==> config.mk <==
export PLATFORM = sky130hd
export DESIGN_NAME = fetch_unit_flat
export DESIGN_NICKNAME = d
export VERILOG_FILES = /design/src/rtl/fetch_unit_pkg.sv /design/src/rtl/fetch_unit_if.sv /design/src/rtl/fetch_unit_fetch_queue.sv /design/src/rtl/fetch_unit.sv /design/src/flat_wrapper.sv
export SDC_FILE = /design/constraint.sdc
export NUM_CORES = 1
export LEC_CHECK = 0
export CAP_MARGIN = 25
export CORE_MARGIN = 2
export CORE_UTILIZATION = 45
export CTS_BUF_LIST = sky130_fd_sc_hd__clkbuf_4
export DETAILED_ROUTE_END_ITERATION = 16
export SYNTH_ARGS = -nofsm -noshare
export SYNTH_HDL_FRONTEND = slang
export SYNTH_SLANG_ARGS = --single-unit
export TNS_END_PERCENT = 50
==> constraint.sdc <==
create_clock -name clk -period 4.5 [get_ports clk]
set_clock_uncertainty 0.1 [all_clocks]
set_input_delay 0.45 -clock clk [delete_from_list [all_inputs] [get_ports clk]]
set_output_delay 0.45 -clock clk [all_outputs]
set_load 0.01 [all_outputs]
==> src/rtl/fetch_unit_pkg.sv <==
// Shared definitions for the fetch front end: bus width, reset vector,
// state encoding and the layout of one instruction-queue entry.
package fetch_unit_pkg;

  localparam int unsigned ADDR_BUS = 32;
  localparam logic [ADDR_BUS-1:0] RESET_PC_DEFAULT = 32'hbfc00000;

  typedef enum logic [1:0] {
    ST_RUN,
    ST_DRAIN,
    ST_HALT
  } fetch_state_t;

  typedef struct packed {
    logic [ADDR_BUS-1:0] pc;
    logic [31:0]         inst;
    logic                adel;
  } fetch_entry_t;

  localparam int unsigned ENTRY_W = $bits(fetch_entry_t);

endpackage

==> src/rtl/fetch_unit_if.sv <==
// Fetch-stage bus: redirect input, instruction-cache read port and decode handshake.
interface fetch_unit_if #(
  parameter int unsigned ADDR_WIDTH = 32
);
  logic                  redirect_en;
  logic [ADDR_WIDTH-1:0] redirect_pc;
  logic                  icache_read_en;
  logic [ADDR_WIDTH-1:0] icache_addr;
  logic                  icache_ready;
  logic [31:0]           icache_data;
  logic                  out_valid;
  logic                  out_ready;
  logic [ADDR_WIDTH-1:0] out_pc;
  logic [31:0]           out_inst;
  logic                  out_adel;

  modport master (
    input  redirect_en, redirect_pc, icache_ready, icache_data, out_ready,
    output icache_read_en, icache_addr, out_valid, out_pc, out_inst, out_adel
  );

  modport slave (
    output redirect_en, redirect_pc, icache_ready, icache_data, out_ready,
    input  icache_read_en, icache_addr, out_valid, out_pc, out_inst, out_adel
  );
endinterface

==> src/rtl/fetch_unit_fetch_queue.sv <==
// In-order instruction queue: synchronous FIFO with flush and a combinational head read.
module fetch_queue #(
  parameter int unsigned DEPTH = 8,
  parameter int unsigned WIDTH = 65
) (
  input  logic             clk,
  input  logic             rst,
  input  logic             flush,
  input  logic             push,
  input  logic             pop,
  input  logic [WIDTH-1:0] wr_data,
  output logic [WIDTH-1:0] rd_data,
  output logic             full,
  output logic             empty
);
  localparam int unsigned PW = $clog2(DEPTH);
  localparam int unsigned CW = PW + 1;

  logic [WIDTH-1:0] mem [DEPTH];
  logic [PW-1:0]    wr_ptr, rd_ptr;
  logic [CW-1:0]    count;
  logic             push_ok, pop_ok;

  assign full    = (count == CW'(DEPTH));
  assign empty   = (count == '0);
  assign push_ok = push && (!full || pop);
  assign pop_ok  = pop && !empty;
  assign rd_data = mem[rd_ptr];

  always_ff @(posedge clk) begin
    if (!rst) begin
      wr_ptr <= '0;
      rd_ptr <= '0;
      count  <= '0;
      for (int unsigned i = 0; i < DEPTH; i++) mem[i] <= '0;
    end else if (flush) begin
      // A push alongside a flush lands in slot 0 of the emptied queue.
      rd_ptr <= '0;
      wr_ptr <= push ? PW'(1) : '0;
      count  <= push ? CW'(1) : '0;
      if (push) mem[0] <= wr_data;
    end else begin
      if (push_ok) begin
        mem[wr_ptr] <= wr_data;
        wr_ptr      <= wr_ptr + PW'(1);
      end
      if (pop_ok) rd_ptr <= rd_ptr + PW'(1);
      count <= count + CW'(push_ok) - CW'(pop_ok);
    end
  end

endmodule

==> src/rtl/fetch_unit.sv <==
// Instruction fetch stage: owns the fetch PC, issues cache reads, handles
// redirects and misaligned fetches, and queues fetched words for decode.
module fetch_unit
  import fetch_unit_pkg::*;
#(
  parameter int unsigned           ADDR_WIDTH  = ADDR_BUS,
  parameter logic [ADDR_WIDTH-1:0] RESET_PC    = RESET_PC_DEFAULT,
  parameter int unsigned           QUEUE_DEPTH = 8
) (
  input  logic          clk,
  input  logic          rst,
  fetch_unit_if.master  bus
);
  fetch_state_t          state;
  logic [ADDR_WIDTH-1:0] pc, pending_pc;
  logic                  miss_busy;
  logic                  read_en, full, empty;
  logic                  to_drain, misaligned, run_push, adel_push, push, pop;
  fetch_entry_t          wr_entry, head;
  logic [ENTRY_W-1:0]    head_raw;

  always_comb begin
    read_en = 1'b0;
    if (rst) begin
      case (state)
        ST_RUN:   read_en = !full || miss_busy;
        ST_DRAIN: read_en = 1'b1;
        default:  read_en = 1'b0;
      endcase
    end
  end

  assign to_drain   = miss_busy || (state == ST_DRAIN);
  assign misaligned = |bus.redirect_pc[1:0];
  assign run_push   = (state == ST_RUN) && read_en && bus.icache_ready && !bus.redirect_en;
  assign adel_push  = bus.redirect_en && !to_drain && misaligned;
  assign push       = run_push || adel_push;
  assign pop        = bus.out_valid && bus.out_ready;

  always_comb begin
    wr_entry = '{pc: pc, inst: bus.icache_data, adel: 1'b0};
    if (adel_push) wr_entry = '{pc: bus.redirect_pc, inst: '0, adel: 1'b1};
  end

  fetch_queue #(
    .DEPTH (QUEUE_DEPTH),
    .WIDTH (ENTRY_W)
  ) u_queue (
    .clk     (clk),
    .rst     (rst),
    .flush   (bus.redirect_en),
    .push    (push),
    .pop     (pop),
    .wr_data (wr_entry),
    .rd_data (head_raw),
    .full    (full),
    .empty   (empty)
  );

  assign head               = fetch_entry_t'(head_raw);
  assign bus.icache_read_en = read_en;
  assign bus.icache_addr    = pc;
  assign bus.out_valid      = !empty && !bus.redirect_en;
  assign bus.out_pc         = head.pc;
  assign bus.out_inst       = head.inst;
  assign bus.out_adel       = head.adel;

  always_ff @(posedge clk) begin
    if (!rst) begin
      state      <= ST_RUN;
      pc         <= RESET_PC;
      pending_pc <= '0;
      miss_busy  <= 1'b0;
    end else begin
      if (bus.icache_ready) miss_busy <= 1'b0;
      else if (read_en)     miss_busy <= 1'b1;

      if (bus.redirect_en) begin
        if (to_drain) begin
          pending_pc <= bus.redirect_pc;
          state      <= ST_DRAIN;
        end else if (misaligned) begin
          state <= ST_HALT;
        end else begin
          pc    <= bus.redirect_pc;
          state <= ST_RUN;
        end
      end else begin
        case (state)
          ST_RUN:   if (run_push) pc <= pc + ADDR_WIDTH'(4);
          // The refill word for the old PC is discarded before restarting.
          ST_DRAIN: if (bus.icache_ready) begin
                      pc    <= pending_pc;
                      state <= ST_RUN;
                    end
          default:  ;
        endcase
      end
    end
  end

endmodule
==> src/flat_wrapper.sv <==
// flat-port wrapper written by rule: the top's interface ports become plain ports
module fetch_unit_flat import fetch_unit_pkg::*;
#(
  parameter int unsigned           ADDR_WIDTH  = ADDR_BUS,
  parameter logic [ADDR_WIDTH-1:0] RESET_PC    = RESET_PC_DEFAULT,
  parameter int unsigned           QUEUE_DEPTH = 8
)
  (clk, rst, bus_redirect_en, bus_redirect_pc, bus_icache_ready, bus_icache_data, bus_out_ready, bus_icache_read_en, bus_icache_addr, bus_out_valid, bus_out_pc, bus_out_inst, bus_out_adel);
  fetch_unit_if #(.ADDR_WIDTH(ADDR_WIDTH)) bus_i ();
  input  logic clk;
  input  logic rst;
  input wire logic [$bits(bus_i.redirect_en)-1:0] bus_redirect_en;
  input wire logic [$bits(bus_i.redirect_pc)-1:0] bus_redirect_pc;
  input wire logic [$bits(bus_i.icache_ready)-1:0] bus_icache_ready;
  input wire logic [$bits(bus_i.icache_data)-1:0] bus_icache_data;
  input wire logic [$bits(bus_i.out_ready)-1:0] bus_out_ready;
  output wire logic [$bits(bus_i.icache_read_en)-1:0] bus_icache_read_en;
  output wire logic [$bits(bus_i.icache_addr)-1:0] bus_icache_addr;
  output wire logic [$bits(bus_i.out_valid)-1:0] bus_out_valid;
  output wire logic [$bits(bus_i.out_pc)-1:0] bus_out_pc;
  output wire logic [$bits(bus_i.out_inst)-1:0] bus_out_inst;
  output wire logic [$bits(bus_i.out_adel)-1:0] bus_out_adel;
  assign bus_i.redirect_en = bus_redirect_en;
  assign bus_i.redirect_pc = bus_redirect_pc;
  assign bus_i.icache_ready = bus_icache_ready;
  assign bus_i.icache_data = bus_icache_data;
  assign bus_i.out_ready = bus_out_ready;
  assign bus_icache_read_en = bus_i.icache_read_en;
  assign bus_icache_addr = bus_i.icache_addr;
  assign bus_out_valid = bus_i.out_valid;
  assign bus_out_pc = bus_i.out_pc;
  assign bus_out_inst = bus_i.out_inst;
  assign bus_out_adel = bus_i.out_adel;
  fetch_unit #(.ADDR_WIDTH(ADDR_WIDTH), .RESET_PC(RESET_PC), .QUEUE_DEPTH(QUEUE_DEPTH)) u_core (.clk(clk), .rst(rst), .bus(bus_i));
endmodule
==> impl_metrics.env, run 1 <==
export IMPL_hold_viol=0
export IMPL_dr_pass1_iters=5
export IMPL_synth_distinct_cells=73
export IMPL_numCtsBuffers=161
export IMPL_crit_path_end_kind="output port"
export IMPL_synth_async_reset_ratio=0
export IMPL_die_w_um=247
export IMPL_slew_violations=0
export IMPL_crit_path_start_kind="flop"
export IMPL_place_area_um2=29300
export IMPL_crit_type="flop to output port"
export IMPL_cp_arrival_ns=3.61
export IMPL_fin_nets=2353
export IMPL_reg2reg_depth=9
export IMPL_yosys_top_cells_area="edfxtp_1, mux4_2, nor2_1"
export IMPL_whs_path_depth=3
export IMPL_synth_seq_cells=600
export IMPL_ys_seq_area_frac=0.647
export IMPL_cpPeakStageDelay_ns=0.84
export IMPL_setup_slack_ns=0.342
export IMPL_ctsResizeCount=0
export IMPL_dp_worst_setup_slack_ns=0.870
export IMPL_worst_path_max_fanout=32
export IMPL_vias=17800
export IMPL_root_buffer="clkbuf_4"
export IMPL_yosys_warnings=0
export IMPL_path_delay_family="buffers and inverters"
export IMPL_n_fill_cell=4934
export IMPL_drt_iter0_markers=1494
export IMPL_routedWlPerCell_um=23.0
export IMPL_synth_largest_area_cell="edfxtp_1"
export IMPL_hold_path_end="u_core.pending_pc[28]"
export IMPL_grt_max_degree=65
export IMPL_final_common_cell="nor2_1"
export IMPL_core_area_um2=58700
export IMPL_fp_dieH_um=247
export IMPL_cts_tree="yes"
export IMPL_crit_buf_inv=2
export IMPL_grt_pass1_wl_mm=111
export IMPL_drive_gt1_frac=0.227
export IMPL_clock_path_buffers=3
export IMPL_holdWs_ns=0.174
export IMPL_period_needed_ns=4.16
export IMPL_leakagePower_nw=11.3
export IMPL_tightest_slew_ns=1.08
export IMPL_rows=89
export IMPL_fmax_mhz=241
export IMPL_dp_cells=2851
export IMPL_cts_sinks=600
export IMPL_netlist_area_leader_share=0.587
export IMPL_r2r_end="u_core.u_queue.mem[4][43]"
export IMPL_drc=0
export IMPL_grt_pass1_vias=18700
export IMPL_clk_latency_ns=0.98
export IMPL_fin_tns_setup_ns=0
export IMPL_final_cell_area_um2=31800
export IMPL_p_total_mw=12.8
export IMPL_antenna_left=0
export IMPL_rsz0062_at_grt="false"
export IMPL_initial_core_util=0.453
export IMPL_p_per_area_nw_per_um2=403
export IMPL_gp_congestion=0.857
export IMPL_synthFlopType="edfxtp_1"
export IMPL_max_slew_margin_rel=0.283
export IMPL_hold_start="bus_redirect_pc[28]"
export IMPL_dieArea_um2=61100
export IMPL_fin_cells=3167
export IMPL_io_pins=168
export IMPL_globalRouteOverflowTotal=0
export IMPL_synthCells=1994
export IMPL_cts_max_level=4
export IMPL_period_share=0.924
export IMPL_required_ns=3.95
export IMPL_r2r_slack_ns=1.08
export IMPL_antenna_found_initial=2
export IMPL_ir_worst_vdd_v=0.000214
export IMPL_setup_viol=0
export IMPL_reg2reg_from="u_core.u_queue.count[2]"
export IMPL_cpMaxStageDelayCell="dfxtp_4"
export IMPL_wl_mm=72.8
export IMPL_cap_violations=0
export IMPL_grtUsageTotal=0.246
export IMPL_status="finished clean"
export IMPL_hp_class="primary input to flop"
export IMPL_syn_avg_cell_area_um2=13.3
export IMPL_dp_hpwl_mm=41.4
export IMPL_final_core_util=0.541
export IMPL_area_growth_syn_to_layout_pct=19.4
export IMPL_final_cell_mix="nor2_1, edfxtp_1, clkbuf_4, clkdlybuf4s50_1, nand2_1"
export IMPL_clk_pin_slew_ns=0.06
export IMPL_worstPathCellList="buf_4 > mux4_2 > mux2_2 > clkdlybuf4s50_1"
export IMPL_port_buffers=167
export IMPL_viasPerCell=5.63
export IMPL_synth_area_um2=26600
export IMPL_synth_edf_count=520
[report_power, final]
| group | switching, mW | internal (mW) |
|---|---|---|
| Combinational | 0.727 | 0.565 |
| Sequential | 0.132 | 6.29 |
| Clock | 2.25 | 2.82 |
[layout make-up]
type | instances | area (um2) | share of cell area
Sequential cell | 600 | 17200 | 0.542
Multi-Input combinational cell | 1243 | 8800 | 0.277
Timing Repair Buffer | 256 | 2580 | 0.0812
Clock buffer | 247 | 1850 | 0.0584
Tap cell | 773 | 967 | 0.0304
Clock inverter | 32 | 279 | 0.00878
Inverter | 12 | 45.0 | 0.00142
Antenna cell | 4 | 10.0 | 0.000315
[sequential cells by signal (all words and copies together) (netlist names), named ones only]
signal	cells
u_core.bus.icache_addr	32
u_core.miss_busy	1
u_core.pending_pc	32
u_core.state	2
u_core.u_queue.count	4
u_core.u_queue.mem	520
u_core.u_queue.rd_ptr	3
u_core.u_queue.wr_ptr	3
[cells in the mapped netlist, types with 3 or more instances]
library cell  count
nor2_1          554
edfxtp_1        520
nand2_1         156
mux4_2          130
dfxtp_1          80
clkbuf_1         78
mux2_2           65
a21oi_1          62
buf_2            36
mux2i_1          35
o21ai_0          23
nand3_1          22
nor3_1           22
buf_1            18
a211oi_1         14
and3_1           11
buf_6            11
nand4_1          11
inv_1            10
ha_1              9
nor4_1            8
nand2b_1          7
a31oi_1           6
xnor2_1           6
a221oi_1          5
o211ai_1          5
xor2_1            5
and4_1            4
nor2b_1           4
o22ai_1           4
or3_1             4
a2111oi_0         3
a211o_1           3
a21o_1            3
nand4b_1          3
nor4b_1           3
o21a_1            3
o221a_2           3
o31ai_1           3
[per-layer routing]
metal,wire (um),vias up,global-route usage
li1,-,7989,-
met1,31200,9055,0.330
met2,35300,699,0.400
met3,5210,91,0.0547
met4,1170,0,0.0748
met5,0,-,0
[cells by family (layout without fill, tap and decap cells)]
group / Yosys count / count (layout) / share of synthesized area
AO/OA/AOI/OAI: 162 / 162 / 0.0393
XOR/XNOR: 11 / 11 / 0.00362
adder cells (fa/ha/maj): 10 / 10 / 0.00499
buffers and inverters: 157 / 547 / 0.0271
flip-flops: 600 / 600 / 0.647
multiplexers: 230 / 230 / 0.151
other: 1 / 11 / 0.000141
AND/OR/NAND/NOR: 823 / 823 / 0.127
[worst min-delay path, cell delays in order]
cell and delay (ns):
clkdlybuf4s50_1 0.55, nand2_1 0.12, a21oi_1 0.06
[worst max-delay path by stage]
stage          slack [ns]                       end  cells after the start                     from
4_1_cts              0.15            bus_out_pc[30]                      4                     flop
3_5_place_dp         0.87   u_core.u_queue.count[2]                     12         bus_icache_ready
6_report             0.34            bus_out_pc[30]                      4                     flop
3_3_place_gp         0.89   u_core.u_queue.count[2]                     12         bus_icache_ready
2_1_floorplan        0.51  u_core.u_queue.mem[0][0]                      8  u_core.u_queue.count[2]
5_1_grt              0.11            bus_out_pc[30]                      4                     flop
[timing repair]
| action | CTS | global route |
|---|---|---|
| hold endpoints to repair | 38 | 0 |
| buffers inserted | 0 | 0 |
| hold buffers | 33 | 0 |
(Power assumes the default switching activity.)
==> run 2: changes to the inputs <==
Settings changed: PLACE_DENSITY from default to 0.72.
==> run 2 against run 1 <==
Against the previous run: combinational power about the same; final cell count decreased by 0.22%; routed wire length decreased by 2.4%; design area decreased by 0.65%; largest power group unchanged; critical endpoint is now bus_out_pc[19]; total power decreased by 2.7%; critical path depth unchanged.
==> impl_metrics.env, run 2 (synthesized netlist as in run 1, its figures left out) <==
export IMPL_clk_pin_slew_ns=0.07
export IMPL_fin_tns_setup_ns=0
export IMPL_drive_gt1_frac=0.223
export IMPL_cts_max_level=4
export IMPL_root_buffer="clkbuf_4"
export IMPL_viasPerCell=5.71
export IMPL_grtUsageTotal=0.237
export IMPL_drt_iter0_markers=1753
export IMPL_numCtsBuffers=158
export IMPL_status="finished clean"
export IMPL_clock_path_buffers=3
export IMPL_grt_pass1_vias=18800
export IMPL_final_cell_mix="nor2_1, edfxtp_1, clkbuf_4, clkdlybuf4s50_1, nand2_1"
export IMPL_crit_path_start_kind="flop"
export IMPL_largest_reg_flops=520
export IMPL_worst_path_max_fanout=34
export IMPL_initial_core_util=0.453
export IMPL_dr_pass1_iters=7
export IMPL_wl_mm=71.1
export IMPL_intPower_mw=9.32
export IMPL_required_ns=3.95
export IMPL_setup_viol=0
export IMPL_area_growth_syn_to_layout_pct=18.7
export IMPL_cts_sinks=600
export IMPL_p_clk_frac=0.380
export IMPL_globalRouteOverflowTotal=0
export IMPL_leakagePower_nw=11.2
export IMPL_seq_power_share=0.516
export IMPL_grt_max_degree=65
export IMPL_port_buffers=167
export IMPL_cts_tree="yes"
export IMPL_regMostFlops="u_core.u_queue.mem"
export IMPL_clk_latency_ns=0.97
export IMPL_drc=0
export IMPL_die_w_um=247
export IMPL_rows=89
export IMPL_switchingPower_mw=3.12
export IMPL_crit_type="flop to output port"
export IMPL_cpPeakStageDelay_ns=0.78
export IMPL_holdWs_ns=0.0955
export IMPL_p_comb_frac=0.104
export IMPL_io_pins=168
export IMPL_crit_path_end_kind="output port"
export IMPL_dp_hpwl_mm=40.3
export IMPL_fin_nets=2345
export IMPL_hp_class="primary input to flop"
export IMPL_fmax_mhz=240
export IMPL_cap_violations=0
export IMPL_switching_share=0.251
export IMPL_antenna_left=0
export IMPL_dieArea_um2=61100
export IMPL_final_core_util=0.538
export IMPL_gp_congestion=0.895
export IMPL_grt_pass1_wl_mm=109
export IMPL_n_fill_cell=4812
export IMPL_path_delay_family="buffers and inverters"
export IMPL_core_area_um2=58700
export IMPL_antenna_found_initial=1
export IMPL_fp_dieH_um=247
export IMPL_cpMaxStageDelayCell="dfxtp_4"
export IMPL_slew_violations=0
export IMPL_p_per_area_nw_per_um2=394
export IMPL_period_share=0.925
export IMPL_worstPathCellList="buf_12 > mux4_2 > mux2_2 > clkdlybuf4s50_1"
export IMPL_period_needed_ns=4.16
export IMPL_vias=18100
export IMPL_max_slew_margin_rel=0.317
export IMPL_final_common_cell="nor2_1"
export IMPL_crit_buf_inv=2
export IMPL_routedWlPerCell_um=22.5
export IMPL_cts_setup_buffers=0
export IMPL_hold_viol=0
export IMPL_rsz0062_at_grt="false"
export IMPL_cp_arrival_ns=3.61
export IMPL_ir_worst_vdd_v=0.000202
export IMPL_tightest_slew_ns=1.02
==> run 2: power groups by stage <==
stage / Sequential (mW) / Clock, mW / Combinational (mW)
after detailed placement: 6.54 / 0 / 1.28
after global routing: 6.44 / 5.10 / 1.39
after floorplan: 6.50 / 0 / 0.696
after global placement: 6.52 / 0 / 1.27
after CTS: 6.42 / 4.81 / 1.31
final: 6.42 / 4.72 / 1.30
==> run 2: worst register-to-register path: stages (launching register included) <==
cell	delay, ns
dfxtp_1	0.29
inv_1	0.10
ha_1	0.23
nor4b_1	0.55
nor4_2	0.12
o22a_2	0.38
nand4b_1	0.26
buf_4	0.79
nor2_1	0.12
==> run 2: timing repair <==
item / in CTS / in global routing
hold buffers: 25 / 0
gates resized for setup: 0 / 0
hold endpoints to repair: 25 / 0
==> run 2: cell type report <==
type / instances / area [um2] / area share
flip-flops and latches: 600 / 17200 / 0.546
multi-input cells: 1243 / 8800 / 0.279
repair buffers: 251 / 2510 / 0.0797
clock buffers: 230 / 1730 / 0.0547
well taps: 773 / 967 / 0.0306
clock inverters: 50 / 279 / 0.00884
inverters: 12 / 45.0 / 0.00143
diodes: 1 / 2.50 / 0.0000793
==> run 2: routing by layer <==
| metal | up-vias | routed length, um | global-route usage |
|---|---|---|---|
| li1 | 7979 | - | - |
| met1 | 8951 | 27800 | 0.314 |
| met2 | 1008 | 34400 | 0.382 |
| met3 | 112 | 7480 | 0.0600 |
| met4 | 0 | 1420 | 0.0819 |
| met5 | - | 0 | 0 |
==> run 2: final timing paths <==
check        slack [ns]               startpoint                        end  cells after the start
max reg2reg        1.22  u_core.u_queue.count[2]  u_core.u_queue.mem[1][58]                      8
max                0.34                     flop             bus_out_pc[19]                      4
min                 0.1       bus_redirect_pc[1]       u_core.pending_pc[1]                      3
min reg2reg        0.35    u_core.pending_pc[11]      u_core.pending_pc[11]                      2
==> run 2: metrics by stage <==
| step | worst slack, ns | std cells | power [mW] | cell area (um2) |
|---|---|---|---|---|
| finish | 0.339 | 3160 | 12.4 | 31600 |
| global route | 0.116 | 3160 | 12.9 | 31600 |
| CTS | 0.222 | 3159 | 12.5 | 31600 |
| detailed placement | 0.786 | 2854 | 7.82 | 29300 |
| global placement | 0.842 | 2854 | 7.78 | 29300 |
| floorplan | 0.509 | 2000 | 7.19 | 26600 |
